<file path="config.mk">
export PLATFORM = sky130hd
export DESIGN_NAME = uart_rx
export DESIGN_NICKNAME = d
export VERILOG_FILES = /design/src/rtl/uart_rx.sv
export SDC_FILE = /design/constraint.sdc
export NUM_CORES = 1
export LEC_CHECK = 0
export BUFFER_PORTS_ARGS = -buffer_cell sky130_fd_sc_hd__buf_2
export CORE_MARGIN = 3
export CORE_UTILIZATION = 54
export CTS_CLUSTER_DIAMETER = 60
export DETAILED_ROUTE_END_ITERATION = 6
export PLACE_DENSITY = 0.72
export SYNTH_ARGS = -nofsm -noshare
export SYNTH_HDL_FRONTEND = slang
export SYNTH_SLANG_ARGS = --single-unit
</file>
<file path="constraint.sdc">
create_clock -name clk -period 8.7 [get_ports clk]
set_input_delay 0.87 -clock clk [delete_from_list [all_inputs] [get_ports clk]]
set_output_delay 0.87 -clock clk [all_outputs]
set_load 0.05 [all_outputs]
</file>
<file path="src/rtl/uart_rx.sv">
// 16x-oversampling 8N1 serial receiver with bus-mapped period/data/status registers
// and an internal byte FIFO that raises rx_avail while it holds data.
module uart_rx #(
    parameter logic [7:0] PERIOD     = 8'h1A,
    parameter int         FIFO_DEPTH = 16
) (
    input  logic       clk,
    input  logic       reset,
    input  logic       wren,
    input  logic       rden,
    input  logic [2:0] addr,
    input  logic [7:0] din,
    input  logic       rxin,
    output logic [7:0] dout,
    output logic       rx_avail
);
    localparam int AW = $clog2(FIFO_DEPTH);
    localparam logic [AW:0] DEPTH_C = (AW+1)'(FIFO_DEPTH);

    typedef enum logic [2:0] {IDLE, START, DATA, STOP, BRK} state_t;
    state_t state, state_next;

    logic       rx_m, rx_s;
    logic [7:0] period, per_act;
    logic [8:0] presc;
    logic       tick;
    logic [3:0] tick_cnt;
    logic [2:0] bit_cnt;
    logic [7:0] shreg;

    logic [7:0]  mem [FIFO_DEPTH];
    logic [AW-1:0] wr_ptr, rd_ptr;
    logic [AW:0] count, count_next;
    logic        empty, full, pop, push, push_req, frame_set, ovr_set, bit_tick;
    logic        frame_err, overrun;
    logic        period_wr, status_wr;
    logic [7:0]  status;

    always_ff @(posedge clk) begin
        if (reset) begin
            rx_m <= 1'b1;
            rx_s <= 1'b1;
        end else begin
            rx_m <= rxin;
            rx_s <= rx_m;
        end
    end

    // Tick every 2*(per_act+1) clocks; the active period reloads in IDLE and on each wrap.
    assign tick = (state != IDLE) && (presc == {per_act, 1'b1});

    always_ff @(posedge clk) begin
        if (reset) begin
            presc   <= '0;
            per_act <= PERIOD;
        end else begin
            if (state == IDLE || tick) presc <= '0;
            else                       presc <= presc + 9'd1;
            if (state == IDLE || tick) per_act <= period;
        end
    end

    assign bit_tick = tick && (tick_cnt == 4'd15);

    // FSM: state register
    always_ff @(posedge clk) begin
        if (reset) state <= IDLE;
        else       state <= state_next;
    end

    // FSM: next state
    always_comb begin
        state_next = state;
        case (state)
            IDLE:    if (!rx_s) state_next = START;
            START:   if (tick && tick_cnt == 4'd7) state_next = rx_s ? IDLE : DATA;
            DATA:    if (bit_tick && bit_cnt == 3'd7) state_next = STOP;
            STOP:    if (bit_tick) state_next = rx_s ? IDLE : BRK;
            BRK:     if (rx_s) state_next = IDLE;
            default: state_next = IDLE;
        endcase
    end

    // FSM: outputs
    always_comb begin
        push_req  = 1'b0;
        frame_set = 1'b0;
        if (state == STOP && bit_tick) begin
            push_req  = rx_s;
            frame_set = !rx_s;
        end
    end

    always_ff @(posedge clk) begin
        if (reset) begin
            tick_cnt <= '0;
            bit_cnt  <= '0;
            shreg    <= '0;
        end else begin
            case (state)
                IDLE: begin
                    tick_cnt <= '0;
                    bit_cnt  <= '0;
                end
                START: if (tick) tick_cnt <= (tick_cnt == 4'd7) ? 4'd0 : tick_cnt + 4'd1;
                DATA: begin
                    if (tick) tick_cnt <= tick_cnt + 4'd1;
                    if (bit_tick) begin
                        shreg   <= {rx_s, shreg[7:1]};
                        bit_cnt <= bit_cnt + 3'd1;
                    end
                end
                STOP:    if (tick) tick_cnt <= tick_cnt + 4'd1;
                default: ;
            endcase
        end
    end

    assign empty      = (count == '0);
    assign full       = (count == DEPTH_C);
    assign pop        = rden && (addr == 3'd1) && !empty;
    // A pop in the same clock frees the slot, so a full FIFO still accepts the byte.
    assign push       = push_req && (!full || pop);
    assign ovr_set    = push_req && full && !pop;
    assign count_next = count + (AW+1)'(push) - (AW+1)'(pop);
    assign period_wr  = wren && (addr == 3'd0);
    assign status_wr  = wren && (addr == 3'd3);
    assign status     = {4'b0, full, overrun, frame_err, !empty};

    always_ff @(posedge clk) begin
        if (push) mem[wr_ptr] <= shreg;
    end

    always_ff @(posedge clk) begin
        if (reset) begin
            wr_ptr    <= '0;
            rd_ptr    <= '0;
            count     <= '0;
            rx_avail  <= 1'b0;
            frame_err <= 1'b0;
            overrun   <= 1'b0;
            period    <= PERIOD;
            dout      <= '0;
        end else begin
            if (push) wr_ptr <= wr_ptr + 1'b1;
            if (pop)  rd_ptr <= rd_ptr + 1'b1;
            count     <= count_next;
            rx_avail  <= (count_next != '0);
            frame_err <= frame_set | (frame_err & ~(status_wr & din[1]));
            overrun   <= ovr_set | (overrun & ~(status_wr & din[2]));
            if (period_wr) period <= din;
            if (rden) begin
                case (addr)
                    3'd0:    dout <= period;
                    3'd1:    dout <= empty ? 8'h00 : mem[rd_ptr];
                    3'd3:    dout <= status;
                    default: dout <= 8'h00;
                endcase
            end
        end
    end
endmodule

</file>
# --- Word-level counts from Yosys, hierarchy flattened ---
# Memory sizes are Yosys's and may differ from the RTL's. A register that Yosys moved wholly into a read port is not among the register bits.
# Index checks and enable logic that the tools add are counted.
totals:
  reg_bits: 69
  ramBits: 128
  input_bits: 16
  output_inout_bits: 9
  elab_cells: 104
  memories: 1
op_classes:
  add_sub_neg: 7
  eq_ne: 19
  n_mux: 22
  bitwise: 8
  n_reduce_logical: 31
mem_list:
  columns: ["memory", "words", "width", "read_ports", "rd_ports_with_merged_regs", "write_ports", "line_no", "source"]
  rows:
  - ["mem", 16, 8, 1, 1, 1, "31", "logic [7:0] mem [FIFO_DEPTH];"]
op_table:
  columns: ["op", "n"]
  rows:
  - ["one-hot mux 8 bit (3 select lines)", 1]
  - ["two-way mux 3 bit", 7]
  - ["two-way mux 4 bit", 5]
  - ["one-hot mux 3 bit (5 select lines)", 1]
  - ["inequality test 2 bit, second input constant", 7]
  - ["adder 4 x 1 -> 4 bit, second input constant", 3]
  - ["logical AND 1 bit", 12]
  - ["one-hot mux 4 bit (3 select lines)", 1]
  - ["adder 9 x 1 -> 9 bit, second input constant", 1]
  - ["== test 3 x 2 -> 1 bit, second input constant", 3]
  - ["== test 9 bit", 1]
  - ["two-way mux 8 bit", 1]
  - ["== test 3 x 1 -> 1 bit, second input constant", 2]
  - ["== test 3 bit, second input constant", 2]
  - ["zero test 3 bit", 2]
  - ["one-hot mux 3 bit (2 select lines)", 1]
  - ["nonzero test 3 bit", 2]
  - ["adder 5 x 1 -> 5 bit", 1]
  - ["== test 5 bit, second input constant", 1]
  - ["zero test 5 bit", 1]
  - ["AND reduction 5 bit", 1]
  - ["nonzero test 5 bit", 1]
  - ["subtractor 5 x 1 -> 5 bit", 1]
  - ["AND 1 bit", 4]
  - ["other kinds (14)", 25]

# --- Depth between registers and ports, before layout ---
# Gate-level depths: netlist of run 1.
depth:
  depth_word: 9
  mapped_depth: 18
  depth_no_buf: 16

# --- Worst setup path after synthesis of run 1 ---
# No wires, ideal clock.
synth_path:
  path_type: "input to register"
  startpoint: "input port addr[2]"
  endpoint: "register rx_avail"
  setup_time_ns: 0.138
  t_arrival_ns: 3.536
  path_slack_ns: 5.025
  path_stages: 16
  n_path_buf: 2
  cell_sequence: "nand4bb_1 > o21a_1 > or2_2 > buf_2 > nor2_2 > clkbuf_1 > inv_1 > ha_1 > inv_1 > ha_1 > fa_1 > a21oi_1 > nor2_1 > nor2_1 > xnor2_1 > a41oi_1"
synth_via:
  elab_chain_len: 8
synth_lines:
  columns: ["item", "line_no", "source"]
  rows:
  - ["from (decl)", "11", "input logic [2:0] addr,"]
  - ["== test 3 x 1 -> 1 bit (*)", "121", "assign pop = rden && (addr == 3'd1) && !empty;"]
  - ["logical AND 1 bit (*) (2 in a row)", "121", null]
  - ["logical OR 1 bit", "123", "assign push = push_req && (!full || pop);"]
  - ["logical AND 1 bit", "123", null]
  - ["adder 5 x 1 -> 5 bit", "125", "assign count_next = count + (AW+1)'(push) - (AW+1)'(pop);"]
  - ["subtractor 5 x 1 -> 5 bit (*)", "125", null]
  - ["nonzero test 5 bit (*)", "148", "rx_avail <= (count_next != '0);"]
  - ["to (signal assigned)", "148", null]
  - ["to (decl)", "15", "output logic rx_avail"]
# Every way passes the cells marked *; elsewhere a longest branch is shown, timed or not.
# A chain may end at the register's enable or synchronous reset.

# --- Worst setup path after layout of run 1 ---
layout_path:
  startpoint: "register tick_cnt[0]"
  endpoint: "register rx_avail"
layout_via:
  elab_chain_len: 8
layout_lines:
  columns: ["item", "line_no", "source"]
  rows:
  - ["from (decl)", "27", "logic [3:0] tick_cnt;"]
  - ["from (signal assigned)", "105", "START: if (tick) tick_cnt <= (tick_cnt == 4'd7) ? 4'd0 : tick_cnt + 4'd1;"]
  - ["from (signal assigned)", "107", "if (tick) tick_cnt <= tick_cnt + 4'd1;"]
  - ["from (signal assigned)", "113", "STOP: if (tick) tick_cnt <= tick_cnt + 4'd1;"]
  - ["== test 4 bit", "63", "assign bit_tick = tick && (tick_cnt == 4'd15);"]
  - ["logical AND 1 bit", "63", null]
  - ["logical AND 1 bit", "88", "if (state == STOP && bit_tick) begin"]
  - ["two-way mux 1 bit", "88", null]
  - ["logical AND 1 bit", "123", null]
  - ["adder 5 x 1 -> 5 bit", "125", null]
  - ["subtractor 5 x 1 -> 5 bit", "125", null]
  - ["nonzero test 5 bit", "148", null]
# Every way passes these cells.

==> metrics.txt, run 1 <==
Netlist cell types 56; Root Driver clkbuf_16; vias per inst 6.140; Tcrit/Tclk final 0.4328; most frequent cells in the layout edfxtp_1, dfxtp_1, nor2_1, mux4_2, nand3_1; hold buffers post-CTS 0; first-pass GRT wire length about 27 mm; Pwr Total 2.139 mW; reported max-cap violation count 0; Place WS 4.752 ns; RSZ-0062 raised after global routing false; leakage power figure 3.217 nW; worst setup path class flip-flop to flip-flop; Seq cells post-synth 201; Post-synth top flop edfxtp_1; fin cells 812; antenna-violating nets left 0; Post-synth EDFFs 128; core area 0.01481 mm²; Critical Path End Type flip-flop; synthesized area per cell 14.13 µm²; final setup violation count 0; # rows 44; RD Place Congestion between 0.8 and 0.9; Die Height 130.3 µm; WP data arrival 4.10 ns; final wirelength 17.48 mm; fmax 265.6 MHz; CTS tree yes; CTS Buf Count 21; Starting Density 0.5630; status complete, no violations; die area 0.01697 mm²; number of diodes 0; gr usage total 0.2129; post-route setup slack 4.934 ns; hold crit path type flip-flop to flip-flop; post-synth net total 622; Synth warnings 0; Power Dens Cells 230.3 mW/mm²; CTS Buffer Depth 3; sequential-to-total area share from yosys stat 0.6363; DP HPWL ~11 mm; Critical Path RT 9.04 ns; Setup TNS Final 0 ns; Cell Area, Placed about 0.0086 mm²; asr flop ratio synth 0; TritonCTS Sinks 201; H-tree depth 1; total number of vias between 4k and 5k; DR pass1 iterations 5; DRC errors left 0; maximum VDD drop ~140 µV; Max Fanout on Critical Path 18; Gate Count Post-Synth 590; Max Transition Viols Final 0; relative slew slack 0.4896; largest net degree at the start of global routing 64; crit start category flip-flop; Cells after DPL 774; Post-CTS Setup Repair Bufs 0; share of cells above drive strength 1 0.1736; Slew @ Worst Pin 0.7550 ns; clk slew on worst S/H paths 0.06 ns; area grow syn2layout 11.36%; Netlist Area Pre-Place 0.008338 mm²; Top Ports 25; Die X between 100 and 150 µm; commonest non-fill, non-tap cell in the layout edfxtp_1; Tmin final about 3.8 ns; vias in the first global route 4914; gr ovfl total 0; DR iter-0 viols 457; WL per Instance approximately 22 µm; Final Cell Area a little over 0.009 mm²; Resize count post-CTS 0; final hold vios 0; Net count, final 645; PortBufs 24; initial antenna violation count 0; skew final 0.008438 ns; Clk Latency, worst-skew pair slightly below 0.5 ns
==> worst max-delay path, cell delays in order (launching register included) <==
cell,delay [ns]
dfxtp_1,0.38
ha_1,0.23
nand3_1,0.12
nor3b_1,0.33
nand4_2,0.42
nor2_2,0.50
inv_1,0.09
ha_1,0.29
inv_1,0.04
ha_1,0.19
fa_1,0.42
a21oi_1,0.17
nor2_1,0.05
nor2_1,0.11
xnor2_1,0.15
a41oi_1,0.14
==> path summary, 6_finish.rpt <==
| path | start | endpoint | slack, ns | cells after the start |
|---|---|---|---|---|
| worst max-delay path | tick_cnt[0]$_SDFFE_PP0P_ | rx_avail$_SDFF_PP0_ | 4.93 | 15 |
| worst min-delay path | rx_m$_SDFF_PP1_ | rx_s$_SDFF_PP1_ | 0.43 | 1 |
| worst max register to register | tick_cnt[0]$_SDFFE_PP0P_ | rx_avail$_SDFF_PP0_ | 4.93 | 15 |
| worst min register to register | rx_m$_SDFF_PP1_ | rx_s$_SDFF_PP1_ | 0.43 | 1 |
==> registers in the layout, indices dropped and copies added, names as in the netlist, 3 cells and up, named ones only <==
name      flops
mem         128
presc         9
dout          8
per_act       8
period        8
shreg         8
count         5
rd_ptr        4
tick_cnt      4
wr_ptr        4
bit_cnt       3
state         3
==> report_power, final <==
group,internal [mW],switching [mW],total (mW)
sequential,1.02,0.0270,1.05
clock,0.530,0.343,0.874
combinational,0.0842,0.132,0.217
total,1.64,0.502,2.14
==> logic make-up (layout without fill, tap and decap cells) <==
kind of cell | count (synthesis) | after routing | synth area share
buffers and inverters | 45 | 83 | 0.02206
AOI/OAI and AO/OA | 82 | 82 | 0.06633
and+or+nand+nor | 174 | 174 | 0.1118
xor gates and xnor gates | 23 | 23 | 0.02416
adders and majority gates | 16 | 16 | 0.02491
muxes | 49 | 49 | 0.1145
DFF | 201 | 201 | 0.6363
==> metal layers <==
layer | up-vias | wire length [µm] | track usage
li1 | 2302 | - | -
met1 | 2506 | 7710 | 0.3110
met2 | 155 | 8500 | 0.3410
met3 | 23 | 985 | 0.03316
met4 | 0 | 282 | 0.05012
met5 | - | 0 | 0
==> cells in the mapped netlist (3+ instances only) <==
library cell    n  area [µm²]
buf_1           6       22.52
clkbuf_1       15       56.30
mux4_2         37       833.3
a211o_1         6       52.55
edfxtp_1      128        3844
nor3_1          7       35.03
a211oi_1        5       37.54
nor2_1         49       183.9
xor2_1         12       105.1
a22oi_1        11       82.58
and3_1         21       131.4
or4_1           3       22.52
ha_1           15       187.7
nand4_1         4       25.02
o21ai_0        16       80.08
mux2i_1        11       110.1
a221oi_1        4       35.03
dfxtp_1        73        1461
xnor2_1        11       96.34
buf_2           6       30.03
o31ai_1         5       37.54
nor4_1          3       18.77
nand2_1        22       82.58
nor2b_1        16       100.1
or2_2           3       18.77
a21oi_1        20       100.1
a31oi_1         4       25.02
nand3_1        28       140.1
inv_1          16       60.06
and2_1          4       25.02
==> through the flow <==
| stage | hold WS, ns | utilization |
|---|---|---|
| 2_1_floorplan | 0.3895 | - |
| 3_3_place_gp | 0.3928 | 0.5809 |
| 3_5_place_dp | 0.4167 | 0.5809 |
| 4_1_cts | 0.4308 | 0.6270 |
| 5_1_grt | 0.4486 | 0.6270 |
| 6_report | 0.4270 | 0.6270 |
==> final cells by class <==
type	instances	area [µm²]
fillers	1056	5524
flip-flops and latches	201	5306
multi-input cells	344	2849
clock buffers	30	589.3
well taps	184	230.2
repair buffers	29	157.7
clock inverters	8	92.59
inverters	16	60.06
Note: power is estimated with default switching activity, not from simulation.
==> run 2, diff against run 1 <==
--- a/config.mk
+++ b/config.mk
@@ -10,7 +10,7 @@
 export CORE_UTILIZATION = 54
 export CTS_CLUSTER_DIAMETER = 60
 export DETAILED_ROUTE_END_ITERATION = 6
-export PLACE_DENSITY = 0.72
+export PLACE_DENSITY = 0.74
 export SYNTH_ARGS = -nofsm -noshare
 export SYNTH_HDL_FRONTEND = slang
 export SYNTH_SLANG_ARGS = --single-unit
==> constraint.sdc (replaced) <==
create_clock -name clk -period 3.4 [get_ports clk]
set_input_delay 0.34 -clock clk [delete_from_list [all_inputs] [get_ports clk]]
set_output_delay 0.34 -clock clk [all_outputs]
set_load 0.05 [all_outputs]
==> run 2 against run 1 <==
Effect of this change: clock power increased to 2.6 times the previous value; worst setup slack got worse by 4.6 ns; non-clock buffer count increased by 7; clock skew increased by 0.011 ns; critical path depth unchanged; fmax increased by 21%; sequential power increased to 2.5 times the previous value; combinational power increased to 2.8 times the previous value; register-to-register slack got worse by 4.6 ns.
==> metrics.txt, run 2 (synthesis results as in run 1) <==
Die Height 130.3 µm (unchanged); fill count 1047 (-0.85%); skew final 0.01911 ns (+0.01068 ns); TritonCTS Sinks 201 (unchanged); worst r2r path cells 15 (unchanged); Setup TNS Final 0 ns (unchanged); commonest non-fill, non-tap cell in the layout edfxtp_1; switch share 0.2330 (-0.001956); first-pass GRT wire length 26.88 mm (-2.0%); Max Transition Viols Final 0 (unchanged); relative slew slack 0.4610 (-0.02858); critical path depth 15 (unchanged); delay-heaviest family, CP adder cells; Switch Pwr 1.288 mW (+160%); hold crit path type input pin to flip-flop; antenna-violating nets left 0 (unchanged); Starting Density 0.5630 (unchanged); number of flip-flops in the largest register 128 (unchanged); end of the worst hold path rx_m$_SDFF_PP1_; metal2 WL 7.780 mm (-8.5%); Largest Register mem; hold buffers post-CTS 0 (unchanged); worst path cell trace ha_1 -> nand3_1 -> nor3b_1 -> nand4_2 -> nor2_2 -> inv_1 -> ha_1 -> inv_1 -> ha_1 -> fa_2 -> a21oi_1 -> nor2_1 -> nor2_1 -> xnor2_1 -> a41oi_1; RSZ-0062 raised after global routing false; area grow syn2layout 12.35%; leakage power figure 3.262 nW (+1.4%); wl on met1 7.663 mm (-0.61%); final setup violation count 0 (unchanged); reported max-cap violation count 0 (unchanged); die area 0.01697 mm² (unchanged); # rows 44 (unchanged); Tmin final 3.100 ns (-0.6655 ns); share of cells above drive strength 1 0.1874 (+0.01383); fin cells 819 (+0.86%); Comb pwr share 0.109 (+0.008); start of the worst register-to-register path tick_cnt[0]$_SDFFE_PP0P_; fmax 322.6 MHz (+21%); crit path buf inv count 2 (unchanged); Critical Path End Type flip-flop; crit start category flip-flop; clk slew on worst S/H paths 0.06 ns (about the same); largest net degree at the start of global routing 45 (-30%); DR iter-0 viols 432 (-5.5%); top layer in use met4; RR Endpoint rx_avail$_SDFF_PP0_; Crit path top cell by count ha_1; core area 0.01481 mm² (unchanged); Top Ports 25 (unchanged); Root Driver clkbuf_16; Tcrit/Tclk final 0.9118 (+0.4789); Hold Crit Depth 2 (+1); Hold Startpoint rxin; Pint 4.242 mW (+160%); Layout Utilization 0.6326 (+0.005577); CTS tree yes; most frequent cells in the layout edfxtp_1, dfxtp_1, nor2_1, mux4_2, nand3_1; total number of vias 5005 (+0.38%); Critical Path RT 3.71 ns (-5.33 ns); CTS Buf Count 21 (unchanged); WP data arrival 3.41 ns (-0.69 ns); Power Dens Cells 590.3 mW/mm² (+160%); CTS Buffer Depth 3 (unchanged); number of diodes 0 (unchanged); vias per inst 6.111 (-0.48%); Slowest-stage cell, CP dfxtp_1; RD Place Congestion 0.8950 (+7.5%); status complete, no violations; vias in the first global route 4908 (-0.12%); PortBufs 24 (unchanged); R2R Setup Slk 0.30 ns (-4.63 ns); multi-input logic area 0.002854 mm² (+0.18%); Slew @ Worst Pin 0.8074 ns (+0.05241 ns); DRC errors left 0 (unchanged); gr usage total 0.2059 (-0.006975); Cells after DPL 781 (+0.90%); DP HPWL 11.32 mm (-0.93%); final hold vios 0 (unchanged); DR pass1 iterations 5 (unchanged); initial antenna violation count 0 (unchanged); sequential share of power 0.480 (-0.010); Max Fanout on Critical Path 4 (-14); worst setup path class flip-flop to flip-flop; Hold WS 0.04302 ns (-0.3840 ns); Clk Latency, worst-skew pair 0.49 ns (about the same); Largest regs mem x128, presc x9; WL per Instance 20.46 µm (-5.0%); met3 routed WL 1.045 mm (+6.1%); maximum VDD drop 362.0 µV (+170%); Clk network pwr share 0.410 (+0.002); H-tree depth 1 (unchanged); gr ovfl total 0 (unchanged); Net count, final 652 (+1.1%); Die X 130.3 µm (unchanged); Reg area 0.005306 mm² (unchanged); final wirelength 16.75 mm (-4.1%); Largest stage delay, worst path 0.38 ns (-0.12 ns)
## run 2: cell count changes in the layout (fill, tap and decap cells not counted), sizes merged
cell,delta
buf,+7
clkbuf,-4
clkinv,+2
bufinv,+1
clkinvlp,+1
## run 2: through the flow
step | setup WS [ns] | power (mW) | area [µm²]
3_5_place_dp | 0.1875 | 3.302 | 8668
4_1_cts | 0.1552 | 5.562 | 9363
6_report | 0.3000 | 5.530 | 9368
3_3_place_gp | 0.2962 | 3.284 | 8668
5_1_grt | 0.002736 | 5.739 | 9368
2_1_floorplan | 0.05418 | 3.152 | 8338
## run 2: timing repair
action | in CTS | in global routing
setup endpoints to repair | 0 | 1
resized for setup | 0 | 2
setup buffers | 0 | 0
## run 2: area by class of cell
class                           instances  area share
Multi-Input combinational cell        344      0.3047
Tap cell                              184     0.02458
Timing Repair Buffer                   36     0.02377
Inverter                               16    0.006411
Clock buffer                           26     0.05917
Sequential cell                       201      0.5664
Clock inverter                         12     0.01496
## run 2: worst max path at each step
stage	from	endpoint
2_1_floorplan	count[2]$_SDFF_PP0_	rx_avail$_SDFF_PP0_
3_5_place_dp	count[2]$_SDFF_PP0_	rx_avail$_SDFF_PP0_
3_3_place_gp	addr[2]	rx_avail$_SDFF_PP0_
6_report	tick_cnt[0]$_SDFFE_PP0P_	rx_avail$_SDFF_PP0_
5_1_grt	tick_cnt[0]$_SDFFE_PP0P_	rx_avail$_SDFF_PP0_
4_1_cts	count[2]$_SDFF_PP0_	rx_avail$_SDFF_PP0_
## run 2: worst register-to-register path, cell delays in order, from the launching register on
cell and delay [ns]:
dfxtp_1 0.38, ha_1 0.23, nand3_1 0.12, nor3b_1 0.36, nand4_2 0.16, nor2_2 0.15, inv_1 0.05, ha_1 0.27
inv_1 0.04, ha_1 0.20, fa_2 0.36, a21oi_1 0.16, nor2_1 0.05, nor2_1 0.11, xnor2_1 0.15, a41oi_1 0.14
## run 2: per-layer routing
layer | vias up | GRT usage
met2 | 147 | 0.3232
met1 | 2516 | 0.3009
met5 | - | 0
met3 | 28 | 0.04257
li1 | 2314 | -
met4 | 0 | 0.04584
## run 2: power groups by stage
stage	sequential, mW	combinational (mW)	clock, mW
6_report	2.66	0.604	2.27
5_1_grt	2.66	0.666	2.41
4_1_cts	2.66	0.598	2.31
3_5_place_dp	2.71	0.592	0
3_3_place_gp	2.71	0.576	0
2_1_floorplan	2.72	0.432	0
==> run 3, diff against run 2 <==
--- a/config.mk
+++ b/config.mk
@@ -10,6 +10,7 @@
 export CORE_UTILIZATION = 54
 export CTS_CLUSTER_DIAMETER = 60
 export DETAILED_ROUTE_END_ITERATION = 6
+export MAX_ROUTING_LAYER = met4
 export PLACE_DENSITY = 0.74
 export SYNTH_ARGS = -nofsm -noshare
 export SYNTH_HDL_FRONTEND = slang
==> run 3 against run 2 <==
Effect of this change: first-iteration DRC count up 32%; non-clock buffer count did not move; clock power increased by 8%; critical path depth grew 1; cell count unchanged; fmax shrank 1.6%; worst setup slack got worse by 0.051 ns; largest power group unchanged; combinational power is 0.8% higher; power up 3.6%.
==> metrics.txt, run 3 (synthesis results as in run 1) <==
RD Place Congestion 0.8918 (-0.36%); number of flip-flops in the largest register 128 (unchanged); switch share 0.2305 (-0.002476); Layout Utilization 0.6361 (+0.003548); gr ovfl total 0 (unchanged); worst r2r path cells 16 (+1); WP data arrival 3.48 ns (+0.07 ns); Max Transition Viols Final 0 (unchanged); clk slew on worst S/H paths 0.07 ns (about the same); Clk network pwr share 0.430 (+0.020); status complete, no violations; Starting Density 0.5630 (unchanged); core area 0.01481 mm² (unchanged); Max Fanout on Critical Path 7 (+3); total number of vias 5091 (+1.7%); Root Driver clkbuf_16; leakage power figure 3.294 nW (+1.0%); Cell Area, Placed 0.008656 mm² (-0.14%); area grow syn2layout 12.98%; Power Dens Cells 608.1 mW/mm² (+3.0%); Die Height 130.3 µm (unchanged); final hold vios 0 (unchanged); initial antenna violation count 0 (unchanged); Tmin final 3.151 ns (+0.05139 ns); Largest Register mem; CTS Buffer Depth 3 (unchanged); Largest regs mem x128, presc x9; relative slew slack 0.4517 (-0.009276); DR pass1 iterations 5 (unchanged); DR iter-0 viols 569 (+32%); antenna-violating nets left 0 (unchanged); Critical Path RT 3.73 ns (+0.02 ns); Setup TNS Final 0 ns (unchanged); Comb pwr share 0.106 (-0.003); most frequent cells in the layout edfxtp_1, dfxtp_1, nor2_1, mux4_2, nand3_1; gr usage total 0.2217 (+0.01585); hold crit path type input pin to flip-flop; Tcrit/Tclk final 0.9269 (+0.01512); share of cells above drive strength 1 0.1906 (+0.003150); Hold Crit Depth 2 (unchanged); Final Cell Area 0.009420 mm² (+0.56%); DP HPWL 11.17 mm (-1.3%); final wirelength 17.54 mm (+4.7%); CTS tree yes; PortBufs 24 (unchanged); sequential share of power 0.464 (-0.016); worst path cell trace inv_1 -> ha_1 -> nor4b_1 -> o21a_1 -> or2_4 -> nor2_2 -> inv_1 -> ha_1 -> inv_1 -> ha_1 -> fa_1 -> a21oi_1 -> nor2_1 -> nor2_1 -> xnor2_1 -> a41oi_1; fmax 317.3 MHz (-1.6%); Critical Path End Type flip-flop; Top Ports 25 (unchanged); RSZ-0062 raised after global routing false; hold buffers post-CTS 0 (unchanged); R2R Setup Slk 0.25 ns (-0.05 ns); worst setup path class flip-flop to flip-flop; die area 0.01697 mm² (unchanged); Slowest-stage cell, CP fa_1; largest net degree at the start of global routing 45 (unchanged); Pint 4.408 mW (+3.9%); vias per inst 6.216 (+1.7%); Largest stage delay, worst path 0.41 ns (+0.03 ns); Post-CTS Setup Repair Bufs 0 (unchanged); reported max-cap violation count 0 (unchanged); Net count, final 652 (unchanged); first-pass GRT wire length 27.74 mm (+3.2%); commonest non-fill, non-tap cell in the layout edfxtp_1; Clk Latency, worst-skew pair 0.50 ns (about the same); number of diodes 0 (unchanged); Switch Pwr 1.321 mW (+2.5%); skew final 0.01969 ns (+0.0005810 ns); CTS Buf Count 21 (unchanged); maximum VDD drop 346.3 µV (-4.3%); Cells after DPL 781 (unchanged); Slew @ Worst Pin 0.8224 ns (+0.01502 ns); WL per Instance 21.42 µm (+4.7%); fin cells 819 (unchanged); # rows 44 (unchanged); DRC errors left 0 (unchanged); crit start category flip-flop; final setup violation count 0 (unchanged); Die X 130.3 µm (unchanged); fill count 1048 (+0.096%); H-tree depth 1 (unchanged); vias in the first global route 5101 (+3.9%); TritonCTS Sinks 201 (unchanged)
run 3: cell type report:
cell class,count,area (µm²),area share
Multi-Input combinational cell,344,2856,0.3032
Sequential cell,201,5306,0.5633
Clock buffer,29,608.1,0.06455
Clock inverter,9,148.9,0.01581
Inverter,16,60.06,0.006375
Timing Repair Buffer,36,210.2,0.02231
Tap cell,184,230.2,0.02444
run 3: final timing paths:
| kind | startpoint | end |
|---|---|---|
| worst min register to register | rx_m$_SDFF_PP1_ | rx_s$_SDFF_PP1_ |
| worst max-delay path | count[2]$_SDFF_PP0_ | rx_avail$_SDFF_PP0_ |
| worst min-delay path | rxin | rx_m$_SDFF_PP1_ |
| worst max register to register | count[2]$_SDFF_PP0_ | rx_avail$_SDFF_PP0_ |
run 3: through the flow:
step	worst slack (ns)	total power, mW	hold slack (ns)
floorplan	0.05418	3.152	0.3895
global placement	0.2917	3.285	0.4012
detailed placement	0.2025	3.306	0.3993
CTS	0.1691	5.745	0.01924
global route	0.003341	5.915	0.03217
finish	0.2486	5.729	0.02916
run 3: per-layer routing:
layer / vias up / wire [µm] / global-route usage
met4: 0 / 337 / 0.06112
met5: - / 0 / -
li1: 2320 / - / -
met2: 198 / 8272 / 0.3404
met1: 2543 / 7598 / 0.3063
met3: 30 / 1335 / 0.04421
run 3: worst max-delay path, delay by kind of cell, from the launching register on:
family,cells,cell delay (ns)
AO/OA/AOI/OAI,3,0.55
XOR/XNOR,1,0.15
adder cells (fa/ha/maj),4,1.07
buffers and inverters,3,0.15
flip-flops,1,0.33
AND/OR/NAND/NOR,5,0.72
run 3: repair_timing:
item | CTS | global route
gates resized for setup | 0 | 2
setup endpoints to repair | 0 | 1
hold endpoints to repair | 0 | 0
run 3: power by group through the flow:
stage	registers (mW)	clock network, mW	logic [mW]
after detailed placement	2.71	0	0.595
final	2.66	2.46	0.609
after floorplan	2.72	0	0.432
after global placement	2.71	0	0.575
after global routing	2.66	2.58	0.671
after CTS	2.66	2.48	0.603
